## src/rtl/seg_scan_ctrl.sv

```systemverilog
`default_nettype none
// ============================================================================
// Module   : seg_scan_ctrl
// Brief    : Time-multiplexed scan controller for a multi-digit seven-segment
//            display with a shared registered BCD decoder, valid/ready load
//            handshake, frame-synchronous display update and leading-zero /
//            invalid-code blanking.
// Revision : 1.0 - initial release
// ============================================================================
module seg_scan_ctrl #(
    parameter int NUM_DIGITS    = 4,
    parameter int REFRESH_DIV   = 50000,
    parameter int GUARD_CYCLES  = 2,
    parameter int BLANK_LEADING = 1
) (
    input  logic                    clk,
    input  logic                    rst,
    input  logic                    en,
    input  logic                    load,
    input  logic [4*NUM_DIGITS-1:0] load_data,
    output logic                    load_ready,
    output logic [3:0]              number_out,
    output logic [NUM_DIGITS-1:0]   digit_en
);

    localparam int SW = $clog2(NUM_DIGITS);
    localparam int CW = $clog2(REFRESH_DIV);

    localparam logic [SW-1:0] c_slot_last  = SW'(NUM_DIGITS - 1);
    localparam logic [CW-1:0] c_cnt_last   = CW'(REFRESH_DIV - 1);
    localparam logic [CW-1:0] c_guard_last = CW'(GUARD_CYCLES - 1);

    typedef enum logic [0:0] {
        S_GUARD = 1'b0,
        S_SHOW  = 1'b1
    } state_t;

    state_t                  r_state;
    state_t                  w_state_nxt;
    logic [SW-1:0]           r_slot;
    logic [SW-1:0]           w_slot_nxt;
    logic [CW-1:0]           r_cnt;
    logic [CW-1:0]           w_cnt_nxt;
    logic [4*NUM_DIGITS-1:0] r_disp;
    logic [4*NUM_DIGITS-1:0] r_pend;
    logic [4*NUM_DIGITS-1:0] w_disp_nxt;
    logic                    r_pend_vld;
    logic [3:0]              r_number;
    logic                    w_frame_end;
    logic                    w_xfer;
    logic [3:0]              w_cur_dig [NUM_DIGITS];
    logic [3:0]              w_nxt_dig [NUM_DIGITS];
    logic [NUM_DIGITS-1:0]   w_blank;
    logic                    w_above_zero;
    logic [3:0]              w_nxt_code;

    // Pending word moves to the display at the frame boundary, or at once while
    // scanning is disabled (nothing is on screen, so no tearing is possible).
    assign w_frame_end = en && (r_slot == c_slot_last) && (r_cnt == c_cnt_last);
    assign w_xfer      = r_pend_vld && (!en || w_frame_end);
    assign w_disp_nxt  = w_xfer ? r_pend : r_disp;
    assign w_nxt_code  = w_nxt_dig[w_slot_nxt];

    assign load_ready  = !r_pend_vld;
    assign number_out  = r_number;

    // Split display words into digits; walk from the top to find leading zeros.
    always_comb begin
        w_above_zero = 1'b1;
        for (int i = NUM_DIGITS - 1; i >= 0; i--) begin
            w_cur_dig[i] = r_disp[4*i +: 4];
            w_nxt_dig[i] = w_disp_nxt[4*i +: 4];
            w_blank[i]   = (w_cur_dig[i] > 4'd9) ||
                           ((BLANK_LEADING != 0) && (i != 0) && w_above_zero &&
                            (w_cur_dig[i] == 4'd0));
            w_above_zero = w_above_zero && (w_cur_dig[i] == 4'd0);
        end
    end

    // Scan FSM next state and anode drive; anodes are only lit in SHOW.
    always_comb begin
        w_state_nxt = r_state;
        w_slot_nxt  = r_slot;
        w_cnt_nxt   = r_cnt + 1'b1;
        digit_en    = '1;
        if (!en) begin
            w_state_nxt = S_GUARD;
            w_slot_nxt  = '0;
            w_cnt_nxt   = '0;
        end else if (r_state == S_GUARD) begin
            if (r_cnt == c_guard_last) begin
                w_state_nxt = S_SHOW;
            end
        end else begin
            if (r_cnt == c_cnt_last) begin
                w_state_nxt = S_GUARD;
                w_cnt_nxt   = '0;
                w_slot_nxt  = (r_slot == c_slot_last) ? '0 : r_slot + 1'b1;
            end
        end
        if ((r_state == S_SHOW) && !w_blank[r_slot]) begin
            digit_en[r_slot] = 1'b0;
        end
    end

    // Scan position and FSM state registers.
    always_ff @(posedge clk or negedge rst) begin
        if (!rst) begin
            r_state <= S_GUARD;
            r_slot  <= '0;
            r_cnt   <= '0;
        end else begin
            r_state <= w_state_nxt;
            r_slot  <= w_slot_nxt;
            r_cnt   <= w_cnt_nxt;
        end
    end

    // Load handshake: capture into pending, then hand over to the display.
    always_ff @(posedge clk or negedge rst) begin
        if (!rst) begin
            r_disp     <= '0;
            r_pend     <= '0;
            r_pend_vld <= 1'b0;
        end else begin
            r_disp <= w_disp_nxt;
            if (w_xfer) begin
                r_pend_vld <= 1'b0;
            end else if (load && !r_pend_vld) begin
                r_pend     <= load_data;
                r_pend_vld <= 1'b1;
            end
        end
    end

    // Decoder code latched as each slot begins so the decoder output settles
    // during guard time; invalid codes are sent as 0.
    always_ff @(posedge clk or negedge rst) begin
        if (!rst) begin
            r_number <= 4'd0;
        end else if (w_cnt_nxt == '0) begin
            r_number <= (w_nxt_code > 4'd9) ? 4'd0 : w_nxt_code;
        end
    end

endmodule
`default_nettype wire
```

## config.mk

```make
export PLATFORM = sky130hd
export DESIGN_NAME = seg_scan_ctrl
export DESIGN_NICKNAME = d
export VERILOG_FILES = /design/src/rtl/seg_scan_ctrl.sv
export SDC_FILE = /design/constraint.sdc
export NUM_CORES = 1
export LEC_CHECK = 0
export CAP_MARGIN = 5
export CORE_ASPECT_RATIO = 0.9
export CORE_MARGIN = 2
export CORE_UTILIZATION = 57
export DETAILED_ROUTE_END_ITERATION = 10
export GPL_TIMING_DRIVEN = 0
export PLACE_DENSITY = 0.8
export SLEW_MARGIN = 30
export SYNTH_ARGS = -nofsm -noshare
export SYNTH_HDL_FRONTEND = slang
export SYNTH_SLANG_ARGS = --single-unit
```

## constraint.sdc

```tcl
create_clock -name clk -period 3.43 [get_ports clk]
set_input_delay 0.686 -clock clk [delete_from_list [all_inputs] [get_ports clk]]
set_output_delay 0.686 -clock clk [all_outputs]
set_load 0.02 [all_outputs]
```

Word level (Yosys, flattened, before mapping)
Index checks and enable logic that the tools add are counted.

storage, ports and cells
  output and inout bits = 9
  logic and storage cells = 67
  register bits = 56
  bits of input ports = 20

cells by class
  $lt $le $gt $ge = 8
  reduce and logical (&&, ||, !) cells = 21
  bitwise gates (word level) = 3
  muxes and demuxes = 23
  equality and inequality tests = 3
  add/sub/neg operators = 2

operator list
  kind                     number
  $mux W16                 4
  $gt A4 B4 Y1 const B     5
  $add A16 B1 Y16 const B  1
  $eq A16 B1 Y1 const B    1
  $eq A16 B16 Y1 const B   1
  $logic_not A16 Y1        1
  $mux W4                  4
  $logic_not A4 Y1         3
  $bmux W4 S2              1
  $logic_and A1 B1 Y1      8
  $mux W1                  8
  $mux W2                  4
  $logic_or A1 B1 Y1       4
  $not A4 Y4               1
  $ge A3 B3 Y1 const B     1
  $logic_not A1 Y1         3
  $lt A2 B3 Y1 const B     1
  $not A2 Y3               1
  $add A2 B1 Y2 const B    1
  $bmux W1 S2              1
  $demux W1 S2             1
  $eq A2 B2 Y1 const B     1
  $ge A2 B1 Y1 const B     1
  $reduce_and A2 Y1        1
  other kinds (2)          2

Logic depth before layout (Yosys ltp)
Gate-level depths: netlist of the first run.

  depth after elaboration = 11
  mapped depth = 11

Worst setup path before layout of the first run
Ideal clock, no wire load.

  kind = register -> register
  start = register r_cnt[10]
  end = register r_number[1] (netlist: number_out[1])
  arrival = 2.490 ns
  cell stages (with the launch flop) = 9
  clock period less this slack = 2.615 ns
  setup slack = 0.815 ns
  buffers on the path = 0
  path through = dfrtp_1 or3_4 nor4_4 nand3_1 or3_4 a21boi_4 mux2i_4 nor2_1 mux2_4

on the way
  word-level cells in the longest chain between the ends = 10

ends and longest elaborated chain
  what                                          RTL line  text
  start, declared                               42        logic [CW-1:0] r_cnt;
  start signal, assigned                        115       r_cnt <= w_cnt_nxt;
  $eq A16 B16 Y1 *                              95        if (r_cnt == c_cnt_last) begin
  $mux W2 *                                     95
  $mux W2 *                                     90        end else if (r_state == S_GUARD) begin
  $mux W2 *                                     86        if (!en) begin
  via w_slot_nxt[0]                             41        logic [SW-1:0] w_slot_nxt;
  $not A2 Y3 (not written as such) *            62        assign w_nxt_code = w_nxt_dig[w_slot_nxt];
  $bmux W4 S2 *                                 62
  $mux W4 (not written as such) * (2 in a row)  62
  $gt A4 B4 Y1                                  142       r_number <= (w_nxt_code > 4'd9) ? 4'd0 : w_nxt_code;
  $mux W4 *                                     142
  end signal, assigned                          142
  end, declared                                 48        logic [3:0] r_number;

The timed path passes the listed nets; every way through them passes the cells marked *. The select of a mux whose other input is x is not followed.
A chain may end at the register's enable or synchronous reset.

Worst setup path in the final report of the first run
  start = register r_disp[13]
  end = output digit_en[1]

on the way
  word-level cells in the longest chain between the ends = 9

ends and longest elaborated chain
  what                                                                  RTL line  text
  start, declared                                                       44        logic [4*NUM_DIGITS-1:0] r_disp;
  start signal, assigned                                                126       r_disp <= w_disp_nxt;
  parallel branches: the longest is 4 deep, another holds $gt A4 B4 Y1  n/a
  $bmux W1 S2 *                                                         101       if ((r_state == S_SHOW) && !w_blank[r_slot]) begin
  $mux W1 (not written as such) *                                       101
  $logic_not A1 Y1 *                                                    101
  $logic_and A1 B1 Y1 *                                                 101
  $mux W4 *                                                             101
  end, declared                                                         23        output logic [NUM_DIGITS-1:0] digit_en

Mark *: on every way between the ends. The select of a mux whose other input is x is not followed.

==> results of run 1 <==
## worst max-delay path, cell delays in order (launching register included)
cell and delay, ns:
dfrtp_1 0.41, or4_1 0.60, nor4_4 0.27, nand2_1 0.07
o21ai_0 0.16, nand2_1 0.08, o211ai_1 0.10, a21boi_1 0.15
nand2_1 0.11, clkbuf_2 0.17
## logic make-up after synthesis
logic type,count (synthesis)
AND/OR/NAND/NOR,83
flip-flops,56
multiplexers,50
AO/OA/AOI/OAI,21
buffers and inverters,18
XOR/XNOR,14
adder cells (fa/ha/maj),6
## metrics by stage
| step | instance area [µm²] | total power [mW] | TNS [ns] | std cells |
|---|---|---|---|---|
| after global placement | 3240 | 1.36 | -1.79 | 341 |
| after floorplan | 2880 | 1.21 | 0 | 248 |
| after global routing | 3370 | 1.92 | 0 | 350 |
| final | 3370 | 1.83 | 0 | 350 |
| after detailed placement | 3260 | 1.39 | 0 | 342 |
| after CTS | 3370 | 1.84 | 0 | 350 |
## state kept, by name, indices dropped and copies added (netlist names)
register,flops
r_state,1
r_slot,2
r_pend_vld,1
r_pend,16
number_out,4
r_cnt,16
r_disp,16
## per-layer routing
| metal | track usage | vias to the layer above | wire length [µm] |
|---|---|---|---|
| met4 | 0.0556 | 0 | 36 |
| met5 | 0 | - | 0 |
| li1 | - | 953 | - |
| met2 | 0.337 | 50 | 2550 |
| met3 | 0.0403 | 2 | 272 |
| met1 | 0.329 | 974 | 2690 |
## cell usage in the layout (no fill, tap or decap), types with 2 or more instances in the layout
cell / n
or3_4: 2
mux2_2: 33
nand4_1: 4
buf_4: 3
a31oi_1: 3
mux2_4: 3
nor4_4: 2
nor4b_1: 2
clkbuf_8: 5
mux2i_1: 12
mux2i_4: 2
or2_2: 2
ha_1: 6
o211ai_1: 2
nand3_1: 11
dfrtp_1: 56
clkdlybuf4s50_1: 23
clkbuf_1: 5
xor2_1: 5
nor2_1: 25
o21ai_0: 5
a21oi_1: 2
xnor2_1: 9
or4_1: 2
nor4_1: 2
clkbuf_2: 4
and3_1: 4
buf_6: 2
inv_6: 2
inv_1: 7
nor3_1: 5
nand2_1: 17
## power breakdown
group | leakage, nW | internal, mW | switching, mW | total, mW
logic | 0.611 | 0.258 | 0.225 | 0.483
clock network | 0.0548 | 0.220 | 0.218 | 0.438
registers | 0.700 | 0.809 | 0.0977 | 0.907
## repair_timing
action / CTS / global route
endpoints found under the setup margin: 4 / 4
endpoints found under the hold margin: 0 / 0
resized for setup: 5 / 9
## final timing paths
path / startpoint / end / depth (start not counted)
setup / recovery: r_disp[13]$_DFF_PN0_ / digit_en[1] / 9
hold / removal: rst / r_cnt[7]$_DFF_PN0_ / 1
setup reg to reg: r_cnt[10]$_DFF_PN0_ / number_out[1]$_DFFE_PN0N_ / 10
hold reg to reg: r_pend[11]$_DFFE_PN0P_ / r_pend[11]$_DFFE_PN0P_ / 1
max in group asynchronous: rst / r_pend[12]$_DFFE_PN0P_ / 2
min in group clk: r_pend[11]$_DFFE_PN0P_ / r_pend[11]$_DFFE_PN0P_ / 1
## final cells by class
cell class                      count  share of cell area
Sequential cell                    56               0.416
Multi-Input combinational cell    174               0.411
Timing Repair Buffer               29              0.0825
Tap cell                           65              0.0242
Buffer                             10              0.0212
Clock buffer                        5              0.0204
Clock inverter                      3              0.0137
Inverter                            8              0.0104
==> results.md, run 1 <==
- Final core utilization: 0.692
- Gate Count Post-Synth: 248
- Top post-synthesis cells by count: dfrtp_1, mux2_2, nor2_1
- CTS buffer count: 5
- Final setup violation count: 0
- Mean Syn Cell Area: 11.6 µm²
- Slew Viols, Final: 0
- Relative slew margins: 0.608
- Critical Path AT: 2.43 ns
- Initial Utilization: 0.592
- Top cells by area, synth: dfrtp_1, mux2_2, mux2i_1, nor2_1, xnor2_1
- Final wirelength: 5550 µm
- Post-DP HPWL: 4090 µm
- DIE AREA: 0.00563 mm²
- CP Class: reg -> out
- Highest clock rate: 0.321 GHz
- FF/Latch Area: 0.00140 mm²
- Synth Flop Type: dfrtp_1
- Worst Hold Class: in -> async
- Min cycle time layout: 3.11 ns
- Number of flops mapped to enable cells by yosys: 0
- Die width: 78.9 µm
- Core Region: 0.00486 mm²
- Xor-xnor portion of the synthesized cell area: 0.0426
- Final nets: 310
- Maximum VDD drop: 0.437 mV
- Tot GR Track Use: 0.220
- Warnings from Yosys: 0
- Place WS: 0.221 ns
- Post-synthesis mux area share: 0.202
- Setup ws final: 0.318 ns
- Via/cell ratio: 5.65
- Main combinational cell family by area after synthesis: multiplexers
- Routed via count: 1979
- Antenna Nets Post-Route: 0
- Layout cells sized above 1: 0.242
- Worst setup SP type: flip-flop
- Avg WL per Cell: 15.9 µm
- Unique masters post-synth: 44
- Min Hold Slack: 0.225 ns
- Initial DRC Count: 196
- Drc violations: 0
- Final period util: 0.907
- Worst Path Required: 2.74 ns
- # IOs: 29
- Setup Skew: 0.00812 ns
- Multi-input gate area: 0.00139 mm²
- Top cell type by total area after synthesis: dfrtp_1
- Setup Fix Bufs, Post-CTS: 0
- CTS tree: yes
- Drt first pass iters: 4
- Antenna diodes: 0
- Pin count of the biggest net entering global routing: 43
- Root Buffer Master: clkbuf_8
- Fill count: 392
- H-tree Lvls: 2
- Initial antenna violation count: 0
- Die height: 71.4 µm
- Clock-pin slew on the worst setup and hold paths: 0.10 ns
- Row cnt: 24
- Leakage: 1.37 nW
- Synth top area share: 0.487
- Post-Synth Simple-Gate Area: 0.153
- Maxcap violations: 0
- Synth Cell Area: 0.00288 mm²
- Clock latency on the worst-skew pair: 0.31 ns
- Final hold viol count: 0
- CP endpoint kind: output pin
- Most instantiated library cell after synthesis: dfrtp_1
- Total grt overflow: 0
- Hold bufs inserted after CTS: 0
- Seq/Total Area, Yosys: 0.487
- Power Dens Cells: 543 mW/mm²
- Status: completed
- Compound-cell area share of the yosys netlist: 0.0526
- RSZ-0062 raised after global routing: false
- Syn Nets: 274
- First-pass GRT wire length: 9430 µm
- Clk buf depth: 2
- Sink Count: 56
- Area grow syn2layout: 17.0%
- Adder-cell area share of the yosys netlist: 0.0261
- Vias in the first global route: 1938
- I/O Buffers: 28
- FFs w/ async S/R, synth: 1.00
- Worst-Margin Slew: 0.588 ns
- Crit path max fanout: 4
- Synthesis-stage register bit count: 56
- Reg2Reg Setup Slack: 0.47 ns
- Final GP Congestion: 0.840
No activity file was read; power rests on OpenSTA's default activity.
==> inputs of run 2 (changes only) <==
ABC_AREA = 1   (was unset)
CORE_UTILIZATION = 52   (was 57)
PLACE_DENSITY = 0.76   (was 0.8)
clock period = 2.5 ns   (was 3.43 ns; I/O delays follow)
==> run 2 against run 1 <==
  * Combinational power is 20% higher
  * Area after synthesis is 10% higher
  * Sequential cell count stayed put
  * Final area is 8.5% higher
  * Count of clock-buffer cells in the layout stayed put
  * Non-clock buffer count is 3 lower
  * Hold slack worse by 0.16 ns
  * Setup slack worse by 0.10 ns
  * Critical path type unchanged
  * Critical endpoint is now digit_en[0]
  * Largest power group unchanged
  * Highest routed layer unchanged
==> results.md, run 2 <==
- Most frequent cells in the layout: nand2_1, inv_1, dfrtp_1
- Top cells by area, synth: dfrtp_1, nand2_1, inv_1, nand3_1, nor2_1
- CTS tree: yes
- Pin count of the biggest net entering global routing: 34 (-21%)
- CP Class: reg -> out
- Drc violations: 0 (unchanged)
- Number of flops mapped to enable cells by yosys: 0 (unchanged)
- Initial antenna violation count: 0 (unchanged)
- I/O Buffers: 28 (unchanged)
- Min Hold Slack: 0.0618 ns (-0.163 ns)
- Layout cells sized above 1: 0.134 (-0.108)
- Clock-pin slew on the worst setup and hold paths: 0.12 ns (+0.02 ns)
- Post-route cell area: 0.00365 mm² (+8.5%)
- Final GP Congestion: 0.935 (+11%)
- Worst-Margin Slew: 0.418 ns (-0.170 ns)
- Fill count: 534 (+36%)
- Sink Count: 56 (unchanged)
- Via/cell ratio: 5.20 (-8.0%)
- Top cell type by total area after synthesis: dfrtp_1
- Total grt overflow: 0 (unchanged)
- Setup Fix Bufs, Post-CTS: 0 (unchanged)
- Crit path max fanout: 4 (unchanged)
- Worst Hold Class: in -> async
- Synth Cell Area: 0.00317 mm² (+10%)
- Hold bufs inserted after CTS: 0 (unchanged)
- Top Registers: r_cnt: 16 flops, r_disp: 16 flops, r_pend: 16 flops
- Warnings from Yosys: 0 (unchanged)
- Relative slew margins: 0.717 (+0.109)
- Worst Setup SP: r_disp[12]$_DFF_PN0_
- Clock latency on the worst-skew pair: 0.33 ns (+0.02 ns)
- DIE AREA: 0.00674 mm² (+20%)
- Final wirelength: 7030 µm (+27%)
- Vias in the first global route: 2574 (+33%)
- Xor-xnor portion of the synthesized cell area: 0.00552 (-0.0371)
- Status: completed
- Final period util: 0.913
- Final setup violation count: 0 (unchanged)
- Unique masters post-synth: 38 (-14%)
- Tot GR Track Use: 0.226 (+0.00659)
- Core Region: 0.00579 mm² (+19%)
- Synth Flop Type: dfrtp_1
- CTS buffer count: 5 (unchanged)
- Die width: 86.3 µm (+9.4%)
- Main combinational cell family by area after synthesis: simple AND/OR/NAND/NOR gates
- Seq/Total Area, Yosys: 0.442 (-0.0453)
- Commonest non-fill, non-tap cell in the layout: nand2_1
- Adder-cell area share of the yosys netlist: 0.0237 (-0.00243)
- FFs w/ async S/R, synth: 1.00 (unchanged)
- Reg2Reg Setup Slack: 0.28 ns (-0.19 ns)
- Setup Skew: 0.0146 ns (+0.00651 ns)
- Worst Path Required: 2.00 ns (-0.74 ns)
- H-tree Lvls: 2 (unchanged)
- Die height: 78.1 µm (+9.4%)
- First-pass GRT wire length: 12100 µm (+29%)
- Avg WL per Cell: 13.5 µm (-15%)
- Synth top area share: 0.442 (-0.0453)
- RSZ-0062 raised after global routing: false
- DP Area: 0.00356 mm² (+9.3%)
- Synthesis-stage register bit count: 56 (unchanged)
- Worst setup SP type: flip-flop
- Clk buf depth: 2 (unchanged)
- Post-DP HPWL: 5300 µm (+30%)
- Maxcap violations: 0 (unchanged)
- Most instantiated library cell after synthesis: nand2_1
- Final hold viol count: 0 (unchanged)
- Compound-cell area share of the yosys netlist: 0.0477 (-0.00490)
- Mean Syn Cell Area: 7.70 µm² (-34%)
- Area grow syn2layout: 15.1%
- Row cnt: 26 (+8.3%)
- Top post-synthesis cells by count: nand2_1, inv_1, dfrtp_1
- Critical Path AT: 1.78 ns (-0.65 ns)
- FF/Latch Area: 0.00140 mm² (unchanged)
- Slew Viols, Final: 0 (unchanged)
- Min cycle time layout: 2.28 ns
- Gate Count Post-Synth: 412 (+66%)
- Leakage: 1.85 nW (+35%)
- Drt first pass iters: 5 (+1)
- Final core utilization: 0.631 (-0.0614)
- Power Dens Cells: 616 mW/mm² (+13%)
- CP endpoint kind: output pin
- Multi-input gate area: 0.00147 mm² (+6.4%)
- Syn Nets: 438 (+60%)
- Final nets: 474 (+53%)
- Antenna Nets Post-Route: 0 (unchanged)
- Setup_tns: 0 ns (unchanged)
- Initial DRC Count: 198 (+1.0%)
- Root Buffer Master: clkbuf_8
- Post-Synth Simple-Gate Area: 0.364 (+0.211)
- Maximum VDD drop: 0.490 mV (+12%)
- Post-synthesis mux area share: 0.0177 (-0.184)
- Highest clock rate: 0.438 GHz
- Initial Utilization: 0.548 (-0.0436)
- Worst r2r src: r_cnt[0]$_DFF_PN0_
- Antenna diodes: 0 (unchanged)
- # IOs: 29 (unchanged)
- Routed via count: 2701 (+36%)
-- run 2: metal layers --
| layer | track usage | routed length, µm |
|---|---|---|
| met1 | 0.337 | 3480 |
| met2 | 0.346 | 3110 |
| met3 | 0.0315 | 356 |
| met4 | 0.0609 | 75 |
| met5 | 0 | 0 |
-- run 2: cell families after synthesis --
logic type      count (synthesis)
compound gates                 27
xor+xnor                        2
fa+ha+maj                       6
buf+inv                        81
flops                          56
mux                             5
simple gates                  235
-- run 2: per-stage QoR --
step / power (mW) / setup WS [ns] / instances
2_1_floorplan: 1.53 / 0.614 / 412
3_3_place_gp: 1.70 / -0.839 / 510
3_5_place_dp: 1.73 / 0.0949 / 511
4_1_cts: 2.25 / 0.0740 / 519
5_1_grt: 2.38 / 0.0286 / 519
6_report: 2.25 / 0.216 / 519
-- run 2: cell type report --
type | instances | area share
clock buffer | 5 | 0.0188
buffer | 7 | 0.0110
tap | 70 | 0.0240
timing repair buffer | 29 | 0.0761
clock inverter | 3 | 0.00685
inverter | 74 | 0.0761
sequential | 56 | 0.384
multi-input combinational | 275 | 0.404
-- run 2: final timing paths --
check | to | cells past startpoint
max reg2reg | number_out[0]$_DFFE_PN0N_ | 14
min | r_disp[7]$_DFF_PN0_ | 1
max in group asynchronous | r_pend[9]$_DFFE_PN0P_ | 2
min reg2reg | r_disp[0]$_DFF_PN0_ | 2
max | digit_en[0] | 10
min in group clk | r_disp[0]$_DFF_PN0_ | 2
-- run 2: critical path, stage by stage, from the launching register on --
cell and delay, ns:
dfrtp_1 0.40, nor2_1 0.10, nand3_1 0.14, nor4_4 0.20, nand2_1 0.08, nand3_1 0.07
o211ai_1 0.08, nand2_1 0.07, a21oi_1 0.08, nand2_1 0.08, clkbuf_2 0.16
-- run 2: where the power goes --
part           internal, mW  switching [mW]  total [mW]  leakage, nW
Sequential             1.06          0.0815        1.14        0.683
Clock                 0.205           0.323       0.529       0.0452
Combinational         0.236           0.342       0.578         1.12
-- run 2: what timing repair did --
| item | in CTS | in global routing |
|---|---|---|
| gates resized for setup | 5 | 11 |
| cloned | 0 | 0 |
| pin swaps | 0 | 0 |
| endpoints found under the setup margin | 4 | 8 |
